$ cat config.mk
export PLATFORM = sky130hd
export DESIGN_NAME = acq_search_engine
export DESIGN_NICKNAME = d
export VERILOG_FILES = /design/src/rtl/acq_search_engine_pkg.sv /design/src/rtl/acq_squarer.sv /design/src/rtl/acq_search_engine.sv
export SDC_FILE = /design/constraint.sdc
export NUM_CORES = 2
export LEC_CHECK = 0
export CAP_MARGIN = 20
export CORE_ASPECT_RATIO = 0.75
export CORE_MARGIN = 2
export CORE_UTILIZATION = 57
export DETAILED_ROUTE_END_ITERATION = 12
export HOLD_SLACK_MARGIN = 0.15
export PLACE_DENSITY = 0.82
export SLEW_MARGIN = 15
export SYNTH_ARGS = -nofsm -noshare
export SYNTH_HDL_FRONTEND = slang
export SYNTH_SLANG_ARGS = --single-unit
$ cat constraint.sdc
create_clock -name clk -period 7.2 [get_ports clk]
set_input_delay 1.44 -clock clk [delete_from_list [all_inputs] [get_ports clk]]
set_output_delay 1.44 -clock clk [all_outputs]
set_load 0.005 [all_outputs]
$ cat src/rtl/acq_search_engine_pkg.sv
// acq_search_engine_pkg: shared code-phase widths, FSM encodings and width helpers for the acquisition search engine
package acq_search_engine_pkg;

    // Code phase counts half-chips over one 1023-chip C/A period: 0..2045.
    localparam int CS_WIDTH = 11;
    localparam logic [CS_WIDTH-1:0] MAX_CODE_SHIFT = 11'd2045;

    typedef enum logic [1:0] {
        ST_IDLE   = 2'd0,
        ST_SQUARE = 2'd1,
        ST_DONE   = 2'd2
    } acq_state_e;

    // Enough bits that ACC_LEN worst-case terms can never overflow.
    function automatic int acc_width(input int corr_width, input int acc_len);
        return corr_width + $clog2(acc_len) + 1;
    endfunction

    // Sum of two full-width squares needs one extra bit.
    function automatic int i2q2_width(input int corr_width, input int acc_len);
        return 2 * acc_width(corr_width, acc_len) + 1;
    endfunction

endpackage

$ cat src/rtl/acq_squarer.sv
// acq_squarer: registered signed-input square, one cycle latency
//   clk, rst_n : clock, asynchronous active-low reset
//   sq_in      : signed W-bit operand
//   sq_out     : unsigned 2W-bit square of the previous cycle's operand
module acq_squarer #(
    parameter int W = 8
) (
    input  logic                clk,
    input  logic                rst_n,
    input  logic signed [W-1:0] sq_in,
    output logic [2*W-1:0]      sq_out
);

    logic signed [2*W-1:0] in_ext;
    logic [2*W-1:0]        sq_d, sq_q;

    // Extend before multiplying so the product is formed at full width;
    // even (-2^(W-1))^2 fits in 2W unsigned bits.
    always_comb begin
        in_ext = {{W{sq_in[W-1]}}, sq_in};
        sq_d   = in_ext * in_ext;
    end

    always_ff @(posedge clk or negedge rst_n) begin
        if (!rst_n) sq_q <= '0;
        else        sq_q <= sq_d;
    end

    assign sq_out = sq_q;

endmodule

$ cat src/rtl/acq_search_engine.sv
// acq_search_engine: code-phase slewing plus early/prompt/late I/Q accumulation and I^2+Q^2 power computation
//   clk, global_reset_n          : clock, asynchronous active-low reset
//   feed_reset                   : restart accumulation (discards partial sums, no complete strobe)
//   sample_valid, corr_i, corr_q : correlator sample, terms packed {late, prompt, early}
//   seek_en, code_shift          : slew code_phase toward code_shift, one step per sample
//   code_phase, seeking, target_reached : slew status
//   accumulation_complete        : one-cycle strobe after the last sample of an accumulation
//   i2q2_valid, i2q2_early/prompt/late : power of the last accumulation
module acq_search_engine
    import acq_search_engine_pkg::*;
#(
    parameter  int ACC_LEN    = 16368,
    parameter  int CORR_WIDTH = 3,
    localparam int ACC_WIDTH  = acc_width(CORR_WIDTH, ACC_LEN),
    localparam int I2Q2_WIDTH = i2q2_width(CORR_WIDTH, ACC_LEN)
) (
    input  logic                    clk,
    input  logic                    global_reset_n,
    input  logic                    feed_reset,
    input  logic                    sample_valid,
    input  logic [3*CORR_WIDTH-1:0] corr_i,
    input  logic [3*CORR_WIDTH-1:0] corr_q,
    input  logic                    seek_en,
    input  logic [CS_WIDTH-1:0]     code_shift,
    output logic [CS_WIDTH-1:0]     code_phase,
    output logic                    seeking,
    output logic                    target_reached,
    output logic                    accumulation_complete,
    output logic                    i2q2_valid,
    output logic [I2Q2_WIDTH-1:0]   i2q2_early,
    output logic [I2Q2_WIDTH-1:0]   i2q2_prompt,
    output logic [I2Q2_WIDTH-1:0]   i2q2_late
);

    localparam int CNT_W = $clog2(ACC_LEN);
    localparam int EXT_W = ACC_WIDTH - CORR_WIDTH;

    logic [CS_WIDTH-1:0]          phase_d, phase_q;
    logic                         seeking_d, seeking_q, reached_d, reached_q;
    logic [CNT_W-1:0]             cnt_d, cnt_q;
    // Index order everywhere: 0 Ie, 1 Qe, 2 Ip, 3 Qp, 4 Il, 5 Ql
    logic [CORR_WIDTH-1:0]        raw[6];
    logic signed [ACC_WIDTH-1:0]  term[6];
    logic signed [ACC_WIDTH-1:0]  acc_d[6], acc_q[6], hold_d[6], hold_q[6];
    logic                         last_sample, complete_d, complete_q;
    acq_state_e                   state_d, state_q;
    logic [2:0]                   idx_d, idx_q;
    logic [1:0]                   sel_d, sel_q;
    logic                         sq_vld_d, sq_vld_q, valid_d, valid_q;
    logic [I2Q2_WIDTH-1:0]        sum_d[3], sum_q[3];
    logic signed [ACC_WIDTH-1:0]  sq_in;
    logic [2*ACC_WIDTH-1:0]       sq_out;

    always_comb begin
        phase_d = phase_q;
        if (seek_en && sample_valid && phase_q != code_shift)
            phase_d = (phase_q == MAX_CODE_SHIFT) ? '0 : phase_q + CS_WIDTH'(1);
        seeking_d = seek_en && (phase_d != code_shift);
        reached_d = (phase_d == code_shift);
    end

    always_comb begin
        for (int k = 0; k < 6; k++) begin
            raw[k]  = (k % 2 == 1) ? corr_q[(k/2)*CORR_WIDTH +: CORR_WIDTH]
                                   : corr_i[(k/2)*CORR_WIDTH +: CORR_WIDTH];
            term[k] = {{EXT_W{raw[k][CORR_WIDTH-1]}}, raw[k]};
        end
        last_sample = sample_valid && (cnt_q == CNT_W'(ACC_LEN - 1));
        cnt_d      = cnt_q;
        acc_d      = acc_q;
        hold_d     = hold_q;
        complete_d = 1'b0;
        // feed_reset outranks a coinciding final sample: the partial sum is dropped.
        if (feed_reset) begin
            cnt_d = '0;
            for (int k = 0; k < 6; k++) acc_d[k] = '0;
        end else if (sample_valid) begin
            for (int k = 0; k < 6; k++) begin
                acc_d[k] = last_sample ? '0 : acc_q[k] + term[k];
                if (last_sample) hold_d[k] = acc_q[k] + term[k];
            end
            cnt_d      = last_sample ? '0 : cnt_q + CNT_W'(1);
            complete_d = last_sample;
        end
    end

    // SQUARE issues hold[idx] for idx 0..5 and uses idx 6 as the drain cycle
    // for the last squarer result; sq_vld/sel tag each squarer output.
    always_comb begin
        state_d  = state_q;
        idx_d    = idx_q;
        valid_d  = valid_q;
        sum_d    = sum_q;
        sq_vld_d = 1'b0;
        sel_d    = idx_q[2:1];
        if (complete_q) begin
            state_d = ST_SQUARE;
            idx_d   = '0;
            valid_d = 1'b0;
            for (int k = 0; k < 3; k++) sum_d[k] = '0;
        end else begin
            if (sq_vld_q) sum_d[sel_q] = sum_q[sel_q] + {1'b0, sq_out};
            if (state_q == ST_SQUARE) begin
                sq_vld_d = (idx_q < 3'd6);
                idx_d    = idx_q + 3'd1;
                if (idx_q == 3'd6) begin
                    state_d = ST_DONE;
                    valid_d = 1'b1;
                end
            end
        end
    end

    assign sq_in = (idx_q < 3'd6) ? hold_q[idx_q] : '0;

    acq_squarer #(.W(ACC_WIDTH)) u_squarer (
        .clk    (clk),
        .rst_n  (global_reset_n),
        .sq_in  (sq_in),
        .sq_out (sq_out)
    );

    always_ff @(posedge clk or negedge global_reset_n) begin
        if (!global_reset_n) begin
            phase_q    <= '0;
            seeking_q  <= 1'b0;
            reached_q  <= 1'b0;
            cnt_q      <= '0;
            for (int k = 0; k < 6; k++) begin
                acc_q[k]  <= '0;
                hold_q[k] <= '0;
            end
            complete_q <= 1'b0;
            state_q    <= ST_IDLE;
            idx_q      <= '0;
            sel_q      <= '0;
            sq_vld_q   <= 1'b0;
            valid_q    <= 1'b0;
            for (int k = 0; k < 3; k++) sum_q[k] <= '0;
        end else begin
            phase_q    <= phase_d;
            seeking_q  <= seeking_d;
            reached_q  <= reached_d;
            cnt_q      <= cnt_d;
            acc_q      <= acc_d;
            hold_q     <= hold_d;
            complete_q <= complete_d;
            state_q    <= state_d;
            idx_q      <= idx_d;
            sel_q      <= sel_d;
            sq_vld_q   <= sq_vld_d;
            valid_q    <= valid_d;
            sum_q      <= sum_d;
        end
    end

    assign code_phase            = phase_q;
    assign seeking               = seeking_q;
    // While in reset the phase is zero, so the match is evaluated against that.
    assign target_reached        = global_reset_n ? reached_q : (code_shift == '0);
    assign accumulation_complete = complete_q;
    assign i2q2_valid            = valid_q;
    assign i2q2_early            = sum_q[0];
    assign i2q2_prompt           = sum_q[1];
    assign i2q2_late             = sum_q[2];

endmodule

==> out/metrics.cfg <==
[yosys]
synth_top_family_by_area=adder cells
yosysTopAreaCell=dfrtp_1
synth_seq_area_share=0.297
synthCells=3635
synthMuxAreaShare=0.0338
ys_warn_count=0
ys.flop_type=dfrtp_1
ys_async_sr_fraction=1.00
synth_edf_count=0
synth-simple-area-share=0.138
netlist_top_cells_area=dfrtp_1 (30%), fa_1 (18%), ha_1 (9.2%), nand2_1 (7.2%), inv_1 (5.5%)
yosys.area.top_type_share=0.297
synth_fa_ha_area_frac=0.270
synth.ff_latch_count=398
synth_compound_area_frac=0.137
syn-cell-area_mm2=0.0336
synth_nets=4215
avgSynthCellArea_um2=9.23
synth_xor_area_frac=0.0519
synth_cell_types=90

[place]
place_area_mm2=0.0365
portBuffers=159
gp_congestion=0.943
dp_hpwl_mm=63.4

[timing]
tightestPinTransition_ns=1.06
max_freq_mhz=142
slew_violations=0
finalCritPeriodShare=0.976
hold_viol=0
rsz0062_at_grt=true
slew_headroom=0.283
period_minus_slack_ns=7.02
setup_violations=0
fin_skew_ns=0.0140
fin_setup_tns_ns=0

[cells_and_area]
multi_input_area_mm2=0.0215
final_area_mm2=0.0383
nNetsFinal=4400
drive_above_1_share=0.0873
layout_commonest_cell=nand2_1
area_delta_synth_final_pct=14.1
nFillCells=4391
register_area_mm2=0.00997
final_cell_mix=nand2_1 (644), inv_1 (481), dfrtp_1 (395), fa_1 (293), ha_1 (246)
n_antenna_cell=0

[pwr]
power_switching_w=0.00172
p_sw_frac=0.295
seqPwrFrac=0.420
leakagePower_nw=19.0
total_power_w=0.00583
pwr-share-clk=0.388
p_int_w=0.00411
p_per_area_mw_per_mm2=152
ir_drop_mv=0.215
combPwrFrac=0.192

[detailed_routing]
antenna_left=0
routed_wl_mm=86.0
dr.pass1.iters=6
drc_errors=0
vias=26900
routed_via_density=5.82
drt_iter0_drc=2837
wl_per_cell_um=18.6

[worst_setup_path]
r2r-start=idx_q[0]
required_ns=7.66
worstSetupPathType=flip-flop to flip-flop
critPathLaunch=idx_q[0]
reg2reg_to=u_squarer.sq_out[35]
reg2reg_depth=30
cp_common_cell=inv_1
cp-end-kind=flip-flop
cp.arrival_ns=7.48
r2r_setup_slack_ns=0.18
startpoint_type=flip-flop
path_max_fanout=6
max_stage_delay_ns=0.55
endpoint=u_squarer.sq_out[35]
cpMaxStageDelayCell=mux4_2

[clocking]
clockRootBuffer=clkbuf_16
tritoncts=yes
clkTransAtPathRegs_ns=0.06
cts_buffers=42
h-tree-depth=2
clock_latency_ns=0.58
cts_buffer_depth=3
cts.sinks=398

[hold_path]
hold_class=flip-flop to flip-flop
min_from=hold_q[7]

[die]
ioPinCount=160
rows=76
initial_utilization=0.580
core_region_area_mm2=0.0578
die_w_um=284
die_h_um=214
die_area_mm2=0.0609

[global_route]
grt_pass1_wl_mm=141
grt_pass1_vias=26700
global_route.usage.total=0.283
grt_overflow=0
grt_max_degree=165
antenna_found_initial=1

[job]
maxCapViolCount=0

[status]
outcome=complete, no violations

how the worst min path moves through the flow:
stage                      end  slack, ns  cells after the start
finish               hold_q[7]       0.48                      2
CTS                  hold_q[8]       0.48                      2
global route        hold_q[55]       0.50                      2
floorplan           hold_q[18]       0.44                      2
detailed placement  hold_q[79]       0.46                      2
global placement    hold_q[15]       0.46                      2
per-layer routing:
metal,vias up,share of wire,track usage
li1,12400,-,-
met1,13200,0.45,0.430
met2,1200,0.43,0.412
met3,122,0.10,0.0669
met4,0,0.018,0.0625
met5,-,0,0
power by group through the flow:
stage / clock network [W] / logic, W / registers (W)
6_report: 0.00226 / 0.00112 / 0.00245
5_1_grt: 0.00238 / 0.00124 / 0.00247
4_1_cts: 0.00229 / 0.00110 / 0.00245
3_5_place_dp: 0 / 0.00109 / 0.00248
3_3_place_gp: 0 / 0.00106 / 0.00248
2_1_floorplan: 0 / 0.000809 / 0.00246
sequential cells by signal, indices dropped and copies added (netlist names), 11 cells and up:
signal,cells
acc_q,108
hold_q,108
i2q2_early,37
i2q2_late,37
i2q2_prompt,37
u_squarer.sq_out,35
cnt_q,14
code_phase,11
worst max-delay path: cells and delay by family (launching register included):
| family | cells | cell delay [ns] |
|---|---|---|
| adder cells (fa/ha/maj) | 8 | 2.81 |
| AO/OA/AOI/OAI | 8 | 1.85 |
| buffers and inverters | 9 | 0.84 |
| multiplexers | 1 | 0.55 |
| flip-flops | 1 | 0.49 |
| AND/OR/NAND/NOR | 4 | 0.35 |
logic make-up (layout without fill, tap and decap cells):
logic type	Yosys count	count (layout)
xor gates and xnor gates	199	199
AOI/OAI and AO/OA	692	692
buffers and inverters	634	850
adders and majority gates	546	546
muxes	89	89
and+or+nand+nor	1077	1077
DFF	398	398
stage by stage:
stage          utilization  hold WS (ns)  instances  setup slack, ns
6_report             0.663         0.484       4631            0.176
5_1_grt              0.663         0.504       4631          -0.0541
4_1_cts              0.656         0.484       4621           0.0201
3_5_place_dp         0.631         0.463       4544           -0.106
3_3_place_gp         0.631         0.457       4544           0.0444
2_1_floorplan            -         0.440       3635         -0.00108
repair_timing:
action | 4_1_cts | 5_1_grt
cloned | 0 | 1
gates resized for setup | 5 | 79
hold endpoints to repair | 0 | 0
hold buffers | 0 | 0
buffers inserted | 2 | 9
setup endpoints to repair | 6 | 11
pin swaps | 0 | 11
cell usage after synthesis (50+ instances only):
| cell type | n |
|---|---|
| nor2_1 | 191 |
| mux2i_1 | 57 |
| nand3_1 | 50 |
| a21oi_1 | 210 |
| inv_1 | 488 |
| ha_1 | 247 |
| clkbuf_1 | 112 |
| xor2_1 | 60 |
| dfrtp_1 | 398 |
| o21ai_0 | 128 |
| fa_1 | 299 |
| nand2_1 | 648 |
| a22o_1 | 91 |
| a21o_1 | 61 |
| xnor2_1 | 139 |
cell type report:
type	instances	area share
Clock buffer	50	0.0296
Clock inverter	25	0.00719
Inverter	497	0.0490
Multi-Input combinational cell	2603	0.561
Sequential cell	398	0.260
Tap cell	780	0.0255
Timing Repair Buffer	278	0.0677
Power figures use the tool's default switching activity.
